$ cat src/rtl/uart_fifo_param_pkg.sv
// Shared definitions for the parametrised UART FIFO: default geometry and the
// 4-bit Fifo_Status bit masks used across the UART blocks.
package uart_fifo_param_pkg;

  localparam int DEFAULT_WIDTH  = 8;
  localparam int DEFAULT_DEPTH  = 8;
  localparam int DEFAULT_ADDR_W = 3;

  localparam logic [3:0] FIFO_FULL   = 4'b1000;
  localparam logic [3:0] FIFO_AFULL  = 4'b0100;
  localparam logic [3:0] FIFO_AEMPTY = 4'b0010;
  localparam logic [3:0] FIFO_EMPTY  = 4'b0001;

  function automatic logic [3:0] pack_status(input logic full, input logic afull,
                                             input logic aempty, input logic empty);
    logic [3:0] s;
    s = 4'b0000;
    if (full)   s = s | FIFO_FULL;
    if (afull)  s = s | FIFO_AFULL;
    if (aempty) s = s | FIFO_AEMPTY;
    if (empty)  s = s | FIFO_EMPTY;
    return s;
  endfunction

endpackage

$ cat src/rtl/uart_fifo_param_if.sv
// Bus between a FIFO user (master) and the FIFO itself (slave).
// Write/Read are single-cycle requests sampled at the rising clock edge.
interface uart_fifo_param_if
  import uart_fifo_param_pkg::*;
#(
  parameter int WIDTH  = DEFAULT_WIDTH,
  parameter int ADDR_W = DEFAULT_ADDR_W
);

  logic [WIDTH-1:0]  Data_In;
  logic              Write;
  logic              Read;
  logic [WIDTH-1:0]  Data_Out;
  logic [ADDR_W:0]   AFull_Level;
  logic [ADDR_W:0]   AEmpty_Level;
  logic [3:0]        Fifo_Status;
  logic [ADDR_W:0]   Count;
  logic              Overflow;
  logic              Underflow;
  logic              Clear_Err;

  modport master (
    output Data_In, Write, Read, AFull_Level, AEmpty_Level, Clear_Err,
    input  Data_Out, Fifo_Status, Count, Overflow, Underflow
  );

  modport slave (
    input  Data_In, Write, Read, AFull_Level, AEmpty_Level, Clear_Err,
    output Data_Out, Fifo_Status, Count, Overflow, Underflow
  );

endinterface

$ cat src/rtl/uart_fifo_ram.sv
// DEPTH x WIDTH storage for the UART FIFO: synchronous write, asynchronous read.
// The array has no reset; contents are qualified by the owner's pointers/count.
module uart_fifo_ram
  import uart_fifo_param_pkg::*;
#(
    parameter int WIDTH  = DEFAULT_WIDTH,
    parameter int DEPTH  = DEFAULT_DEPTH,
    parameter int ADDR_W = DEFAULT_ADDR_W
) (
    input  logic              clk,
    input  logic              we,
    input  logic [ADDR_W-1:0] waddr,
    input  logic [WIDTH-1:0]  wdata,
    input  logic [ADDR_W-1:0] raddr,
    output logic [WIDTH-1:0]  rdata
);

    logic [WIDTH-1:0] mem [DEPTH];

    always_ff @(posedge clk) begin
        if (we) mem[waddr] <= wdata;
    end

    assign rdata = mem[raddr];

endmodule

$ cat src/rtl/uart_fifo_param.sv
// Parametrised synchronous UART FIFO with occupancy count, run-time thresholds and
// sticky error flags. Define UART_FIFO_FWFT_EN for first-word fall-through output.
module uart_fifo_param
  import uart_fifo_param_pkg::*;
#(
    parameter int WIDTH  = DEFAULT_WIDTH,
    parameter int DEPTH  = DEFAULT_DEPTH,
    parameter int ADDR_W = DEFAULT_ADDR_W
) (
    input  logic Clk,
    input  logic Reset,
    uart_fifo_param_if.slave bus
);

    localparam logic [ADDR_W:0] DEPTH_CNT = (ADDR_W + 1)'(DEPTH);

    logic [ADDR_W-1:0] wr_ptr;
    logic [ADDR_W-1:0] rd_ptr;
    logic [ADDR_W:0]   count;
    logic              overflow;
    logic              underflow;
    logic [WIDTH-1:0]  head;

    logic empty, full, afull, aempty;
    logic rd_acc, wr_acc;

    assign empty  = (count == '0);
    assign full   = (count == DEPTH_CNT);
    assign aempty = (count <= bus.AEmpty_Level);
    assign afull  = (count >= bus.AFull_Level);

    // A read frees a slot in the same edge, so a full FIFO still takes a write alongside it.
    assign rd_acc = bus.Read && !empty;
    assign wr_acc = bus.Write && (!full || rd_acc);

    uart_fifo_ram #(
        .WIDTH (WIDTH),
        .DEPTH (DEPTH),
        .ADDR_W(ADDR_W)
    ) u_ram (
        .clk  (Clk),
        .we   (wr_acc),
        .waddr(wr_ptr),
        .wdata(bus.Data_In),
        .raddr(rd_ptr),
        .rdata(head)
    );

    always_ff @(posedge Clk or posedge Reset) begin
        if (Reset) begin
            wr_ptr    <= '0;
            rd_ptr    <= '0;
            count     <= '0;
            overflow  <= 1'b0;
            underflow <= 1'b0;
        end else begin
            if (wr_acc) wr_ptr <= wr_ptr + 1'b1;
            if (rd_acc) rd_ptr <= rd_ptr + 1'b1;

            case ({wr_acc, rd_acc})
                2'b10:   count <= count + 1'b1;
                2'b01:   count <= count - 1'b1;
                default: count <= count;
            endcase

            // A fresh error outranks a clear landing in the same cycle.
            if (bus.Write && !wr_acc)  overflow <= 1'b1;
            else if (bus.Clear_Err)    overflow <= 1'b0;

            if (bus.Read && !rd_acc)   underflow <= 1'b1;
            else if (bus.Clear_Err)    underflow <= 1'b0;
        end
    end

`ifdef UART_FIFO_FWFT_EN
    // Head word is shown directly; an empty FIFO presents zero.
    assign bus.Data_Out = empty ? '0 : head;
`else
    logic [WIDTH-1:0] data_q;

    always_ff @(posedge Clk or posedge Reset) begin
        if (Reset)       data_q <= '0;
        else if (rd_acc) data_q <= head;
    end

    assign bus.Data_Out = data_q;
`endif

    assign bus.Fifo_Status = pack_status(full, afull, aempty, empty);
    assign bus.Count       = count;
    assign bus.Overflow    = overflow;
    assign bus.Underflow   = underflow;

endmodule
$ cat src/flat_wrapper.sv
// flat-port wrapper written by rule: the top's interface ports become plain ports
module uart_fifo_param_flat import uart_fifo_param_pkg::*;
#(
    parameter int WIDTH  = DEFAULT_WIDTH,
    parameter int DEPTH  = DEFAULT_DEPTH,
    parameter int ADDR_W = DEFAULT_ADDR_W
)
  (Clk, Reset, bus_Data_In, bus_Write, bus_Read, bus_AFull_Level, bus_AEmpty_Level, bus_Clear_Err, bus_Data_Out, bus_Fifo_Status, bus_Count, bus_Overflow, bus_Underflow);
  uart_fifo_param_if #(.WIDTH(WIDTH), .ADDR_W(ADDR_W)) bus_i ();
  input  logic Clk;
  input  logic Reset;
  input wire logic [$bits(bus_i.Data_In)-1:0] bus_Data_In;
  input wire logic [$bits(bus_i.Write)-1:0] bus_Write;
  input wire logic [$bits(bus_i.Read)-1:0] bus_Read;
  input wire logic [$bits(bus_i.AFull_Level)-1:0] bus_AFull_Level;
  input wire logic [$bits(bus_i.AEmpty_Level)-1:0] bus_AEmpty_Level;
  input wire logic [$bits(bus_i.Clear_Err)-1:0] bus_Clear_Err;
  output wire logic [$bits(bus_i.Data_Out)-1:0] bus_Data_Out;
  output wire logic [$bits(bus_i.Fifo_Status)-1:0] bus_Fifo_Status;
  output wire logic [$bits(bus_i.Count)-1:0] bus_Count;
  output wire logic [$bits(bus_i.Overflow)-1:0] bus_Overflow;
  output wire logic [$bits(bus_i.Underflow)-1:0] bus_Underflow;
  assign bus_i.Data_In = bus_Data_In;
  assign bus_i.Write = bus_Write;
  assign bus_i.Read = bus_Read;
  assign bus_i.AFull_Level = bus_AFull_Level;
  assign bus_i.AEmpty_Level = bus_AEmpty_Level;
  assign bus_i.Clear_Err = bus_Clear_Err;
  assign bus_Data_Out = bus_i.Data_Out;
  assign bus_Fifo_Status = bus_i.Fifo_Status;
  assign bus_Count = bus_i.Count;
  assign bus_Overflow = bus_i.Overflow;
  assign bus_Underflow = bus_i.Underflow;
  uart_fifo_param #(.WIDTH(WIDTH), .DEPTH(DEPTH), .ADDR_W(ADDR_W)) u_core (.Clk(Clk), .Reset(Reset), .bus(bus_i));
endmodule
$ cat config.mk
export PLATFORM = sky130hd
export DESIGN_NAME = uart_fifo_param_flat
export DESIGN_NICKNAME = d
export VERILOG_FILES = /design/src/rtl/uart_fifo_param_pkg.sv /design/src/rtl/uart_fifo_param_if.sv /design/src/rtl/uart_fifo_ram.sv /design/src/rtl/uart_fifo_param.sv /design/src/flat_wrapper.sv
export SDC_FILE = /design/constraint.sdc
export NUM_CORES = 1
export LEC_CHECK = 0
export CAP_MARGIN = 15
export CORE_AREA = 2 2 87 89
export CTS_CLUSTER_SIZE = 12
export DETAILED_ROUTE_END_ITERATION = 8
export DIE_AREA = 0 0 89 91
export PLACE_DENSITY_LB_ADDON = 0.12
export SYNTH_ARGS = -nofsm -noshare
export SYNTH_HDL_FRONTEND = slang
export SYNTH_SLANG_ARGS = --single-unit
$ cat constraint.sdc
create_clock -name Clk -period 3.6 [get_ports Clk]
set_input_delay 0.72 -clock Clk [delete_from_list [all_inputs] [get_ports Clk]]
set_output_delay 0.72 -clock Clk [all_outputs]
set_load 0.1 [all_outputs]
-- Word-level counts from Yosys, hierarchy flattened
Memory sizes are Yosys's and may differ from the RTL's. A register that Yosys moved wholly into a read port is not among the register bits.
Cells that the tools add are included.
- add/subtract/negate cells: 4
- $lt $le $gt $ge: 2
- equal/unequal tests: 3
- multiplexer cells: 10
- reduce and logical (&&, ||, !) cells: 13
- operators with widths (kind ; number):
    case mux 4 bit (2 select lines) ; 1
    adder 3 x 1 -> 3 bit, second input constant ; 2
    two-way mux 1 bit ; 6
    nonzero test 2 bit ; 3
    adder 4 x 1 -> 4 bit, second input constant ; 1
    == test 4 bit, second input constant ; 1
    greater-or-equal comparator 4 bit ; 1
    less-or-equal comparator 4 bit ; 1
    logical AND 1 bit ; 4
    zero test 1 bit ; 4
    zero test 4 bit ; 1
    two-way mux 4 bit ; 1
    subtractor 4 x 1 -> 4 bit, second input constant ; 1
    two-way mux 3 bit ; 1
    == test 2 x 1 -> 1 bit, second input constant ; 1
    == test 2 bit, second input constant ; 1
    two-way mux 2 bit ; 1
    logical OR 1 bit ; 1
- register bits: 12
- bits in writable memories: 64
- memories kept: 1
- memories (memory ; depth ; width ; read ports ; clocked after Yosys merged registers in ; write ports ; line ; text):
    u_core.u_ram.mem ; 8 ; 8 ; 1 ; 1 ; 1 ; uart_fifo_ram.sv:18 ; logic [WIDTH-1:0] mem [DEPTH];

-- Logic depth before layout (Yosys ltp)
- depth in word-level cells: 8
- gate-level depth with buffers: 11
- depth with buffers taken out: 9

-- Cells and area by module
A second synthesis with hierarchy kept.
- cell total of the unflattened synthesis: 212
- area total of the unflattened synthesis: 3727.3 um^2
- modules (own cells, without submodules) (module ; instances ; cells each ; area each (um^2)):
    uart_fifo_ram ; 1 ; 106 ; 2531.2
    uart_fifo_param ; 1 ; 106 ; 1196.1

-- Least setup slack after synthesis
No wires, ideal clock.
- kind: flip-flop to flip-flop
- from: register u_core.count[1] (netlist: u_core.bus.Count[1])
- to: register u_core.count[3] (netlist: u_core.bus.Count[3])
- library setup time: 108 ps
- arrival: 2989 ps
- slack: 503 ps
- cell stages (with the launch flop): 12
- clock period less this slack: 3097 ps
- path through: dfrtp_1 -> or3_1 -> buf_6 -> o21ai_2 -> buf_4 -> or2_2 -> inv_1 -> ha_1 -> or2_2 -> and2_1 -> a221o_1 -> o221ai_1
- longest elaborated chain between the ends: 7
- elaborated cells on any way between the ends: 13
- those cells by class: add/sub (2); eq/ne (3); mux (1); reduce/logical (7)
- RTL lines (item ; line ; text):
    from (decl) ; uart_fifo_param.sv:19 ; logic [ADDR_W:0] count;
    from (signal assigned) ; uart_fifo_param.sv:61 ; 2'b10: count <= count + 1'b1;
    from (signal assigned) ; uart_fifo_param.sv:62 ; 2'b01: count <= count - 1'b1;
    from (signal assigned) ; uart_fifo_param.sv:63 ; default: count <= count;
    zero test 4 bit ; uart_fifo_param.sv:27 ; assign empty = (count == '0);
    zero test 1 bit ; uart_fifo_param.sv:33 ; assign rd_acc = bus.Read && !empty;
    logical AND 1 bit ; uart_fifo_param.sv:33 ;
    logical OR 1 bit ; uart_fifo_param.sv:34 ; assign wr_acc = bus.Write && (!full || rd_acc);
    logical AND 1 bit ; uart_fifo_param.sv:34 ;
    == test 2 x 1 -> 1 bit or == test 2 bit (tied branches) ; uart_fifo_param.sv:60 ; case ({wr_acc, rd_acc})
    case mux 4 bit (2 select lines) or nonzero test 2 bit (tied branches) ; n/a ;
Several ways; a longest one is shown, not always the timed one.
A chain may end at the register's enable or synchronous reset.

-- Final worst setup path
- from: input bus_AEmpty_Level[1]
- to: output bus_Fifo_Status[1]
- longest elaborated chain between the ends: 2
- RTL lines (item ; line ; text):
    from (decl) ; flat_wrapper.sv:16 ; input wire logic [$bits(bus_i.AEmpty_Level)-1:0] bus_AEmpty_Level;
    less-or-equal comparator 4 bit ; uart_fifo_param.sv:29 ; assign aempty = (count <= bus.AEmpty_Level);
    two-way mux 2 bit ; uart_fifo_param_pkg.sv:20 ; if (aempty) s = s | FIFO_AEMPTY;
    to (decl) ; flat_wrapper.sv:19 ; output wire logic [$bits(bus_i.Fifo_Status)-1:0] bus_Fifo_Status;
Every way passes these cells.

==> results.sh <==
export IMPL_outcome="finished clean"
export IMPL_rows=31
export IMPL_clock_skew_ps=9.945
export IMPL_leakage_nw=1.692
export IMPL_cp_cell_sequence="clkdlybuf4s50_1 > inv_1 > ha_1 > nor2b_1 > o21a_1 > o21a_1 > o21ai_0 > buf_12"
export IMPL_reg2reg_slack_ps=960
export IMPL_power_share_sequential=0.364
export IMPL_fin_ws_ps=413.4
export IMPL_antenna_found_initial=0
export IMPL_root_buffer="clkbuf_8"
export IMPL_arrival_ps=2470
export IMPL_syn_to_final_growth_pct=17.99
export IMPL_detail_route_antenna_nets=0
export IMPL_yosys_warnings=0
export IMPL_hold_viol=0
export IMPL_crit_start="bus_AEmpty_Level[1]"
export IMPL_syn_num_nets=285
export IMPL_max_stage_delay_ps=450
export IMPL_htree_num_levels=3
export IMPL_grt_pass1_wl_um=10410
export IMPL_clock_path_buffers=2
export IMPL_synth_edf_count=64
export IMPL_syn_area_mm2=0.003707
export IMPL_vias=2094
export IMPL_dpl_hpwl_um=4457
export IMPL_drt_wirelength_per_cell_um=16.03
export IMPL_first_pass_iters=4
export IMPL_port_buffer_count=38
export IMPL_finalSetupViolations=0
export IMPL_fin_tns_setup_ps=0
export IMPL_intPower_mw=2.173
export IMPL_synth_async_reset_ratio=0.2381
export IMPL_drv_cap=0
export IMPL_route_detailed_drc=0
export IMPL_gp_congestion=0.6928
export IMPL_viasPerCell=5.222
export IMPL_syn_inst=251
export IMPL_fp_dieArea_mm2=0.008099
export IMPL_clock_latency_ps=350
export IMPL_synth_seq_cells=84
export IMPL_regToRegEndpoint="u_core.bus.Count[3]"
export IMPL_clk_pin_slew_ps=90
export IMPL_worst_endpoint_required_ps=2880
export IMPL_rr_worst_depth=9
export IMPL_p_per_area_mw_per_mm2=898.5
export IMPL_finalCritPeriodShare=0.8852
export IMPL_cts_tree="yes"
export IMPL_core_mm2=0.007137
export IMPL_maxSlewHeadroom=0.3288
export IMPL_period_minus_slack_ps=3187
export IMPL_post_cts_buffers=0
export IMPL_synth_cell_types=40
export IMPL_clock_fmax_ghz=0.3138
export IMPL_rsz0062_at_grt="false"
export IMPL_grt_max_degree=23
export IMPL_slowest_stage="clkdlybuf4s50_1"
export IMPL_cp_end_kind="primary output"
export IMPL_ys_seq_area_frac=0.6534
export IMPL_die_height_um=91
export IMPL_initial_core_util=0.5195
export IMPL_r2r_start="u_core.bus.Count[1]"
export IMPL_numCtsBuffers=9
export IMPL_grtUsageTotal=0.1761
export IMPL_avgSynthCellArea_um2=14.77
export IMPL_routed_wl_um=6428
export IMPL_final_cell_mix="64 x edfxtp_1, 33 x clkdlybuf4s50_1, 20 x dfrtp_1"
export IMPL_chipWidth_um=89
export IMPL_mostFrequentLayoutCell="edfxtp_1"
export IMPL_netSwitchingPower_mw=1.757
export IMPL_clockPowerShare=0.154
export IMPL_hold_path_class="register to register"
export IMPL_drv_slew=0
export IMPL_grt_overflow_total=0
export IMPL_diodes=0
export IMPL_peakVddDrop_mv=0.3341
export IMPL_hold_buffers=0
export IMPL_worst_pin_slew_ps=1007
export IMPL_crit_type="input port to primary output"
export IMPL_cts_resized=0
export IMPL_worstSetupEndpoint="bus_Fifo_Status[1]"
export IMPL_netSwitchingFraction=0.4471
export IMPL_ios=39
export IMPL_place_ws_ps=414.6
export IMPL_drive_gt1_frac=0.1755
export IMPL_comb_power_share=0.482
export IMPL_grt_pass1_vias=2074
export IMPL_cts_sinks=84
export IMPL_drtIter0Drc=114
export IMPL_cp_start_kind="input port"
export IMPL_crit_top_cell="o21a_1"
export IMPL_synth_ff_type="edfxtp_1"
export IMPL_worstPathMaxFanout=2
export IMPL_final_nets=331
metrics by stage:
step	cell area, um2	hold slack [ps]	util	total power [mW]	instances
finish	4374	490.3	0.6129	3.930	401
global route	4374	521.2	0.6129	4.157	401
CTS	4374	497.6	0.6129	3.973	401
detailed placement	4199	476.9	0.5884	3.367	385
global placement	4199	467.9	0.5884	3.334	385
floorplan	3707	486.9	-	2.932	251
cell families after synthesis:
logic type	after synthesis	share of synthesized area
AO/OA/AOI/OAI	42	0.08809
XOR/XNOR	6	0.01417
adder cells (fa/ha/maj)	13	0.04590
buffers and inverters	27	0.04218
flip-flops	84	0.6534
multiplexers	35	0.1016
AND/OR/NAND/NOR	44	0.05468
layout make-up:
cell class                 instances  area [um2]
clock inverter                     6       47.55
clock buffer                      10       127.6
fill                             570        2763
timing repair buffer              49       475.5
tap                               99       123.9
multi-input combinational        140        1129
inverter                          13       48.80
sequential                        84        2422
metal layers:
layer  up-vias  GRT usage  share of wire
met1      1021     0.2402           0.46
met5         -          0              0
li1       1020          -              -
met4         0    0.07090          0.016
met2        44     0.2767           0.48
met3         9    0.03455          0.036
power by group through the flow:
stage | Combinational [mW] | Clock [mW] | Sequential [mW]
6_report | 1.89 | 0.607 | 1.43
5_1_grt | 2.03 | 0.664 | 1.46
4_1_cts | 1.91 | 0.621 | 1.44
3_5_place_dp | 1.91 | 0 | 1.46
3_3_place_gp | 1.88 | 0 | 1.45
2_1_floorplan | 1.03 | 0 | 1.91
critical path: cells and delay by family:
family                     cells  cell delay, ps
AOI/OAI and AO/OA              3             620
adders and majority gates      1             270
buffers and inverters          3             710
and+or+nand+nor                1             140
worst min path at each step:
| stage | from | to | slack [ps] | cells after the start |
|---|---|---|---|---|
| floorplan | u_core.wr_ptr[0] | u_core.wr_ptr[0] | 490 | 2 |
| global placement | u_core.bus.Data_Out[4] | u_core.bus.Data_Out[4] | 470 | 2 |
| finish | u_core.bus.Data_Out[6] | u_core.bus.Data_Out[6] | 490 | 2 |
| CTS | u_core.bus.Data_Out[6] | u_core.bus.Data_Out[6] | 500 | 2 |
| global route | u_core.bus.Data_Out[0] | u_core.bus.Data_Out[0] | 520 | 2 |
| detailed placement | u_core.bus.Data_Out[6] | u_core.bus.Data_Out[6] | 480 | 2 |
registers in the layout (all words and copies together) (netlist names):
register / flops
u_core.rd_ptr: 3
u_core.bus.Overflow: 1
u_core.bus.Count: 4
u_core.bus.Underflow: 1
u_core.bus.Data_Out: 8
u_core.wr_ptr: 3
u_core.u_ram.mem: 64
cells in the mapped netlist, types with 3 or more instances:
| master | count | share of area |
|---|---|---|
| mux2i_1 | 17 | 0.046 |
| mux2_2 | 16 | 0.049 |
| nor2_1 | 10 | 0.010 |
| ha_1 | 12 | 0.040 |
| dfrtp_1 | 20 | 0.13 |
| edfxtp_1 | 64 | 0.52 |
| nand2b_1 | 6 | 0.010 |
| a21o_1 | 3 | 0.0061 |
| nor2b_1 | 3 | 0.0051 |
| buf_4 | 7 | 0.014 |
| nand2_1 | 18 | 0.018 |
| o21ai_1 | 8 | 0.011 |
| o21a_1 | 3 | 0.0061 |
| xnor2_1 | 4 | 0.0094 |
| o22ai_1 | 8 | 0.014 |
| inv_1 | 13 | 0.013 |
| a221o_1 | 9 | 0.024 |
Power figures use the tool's default switching activity.
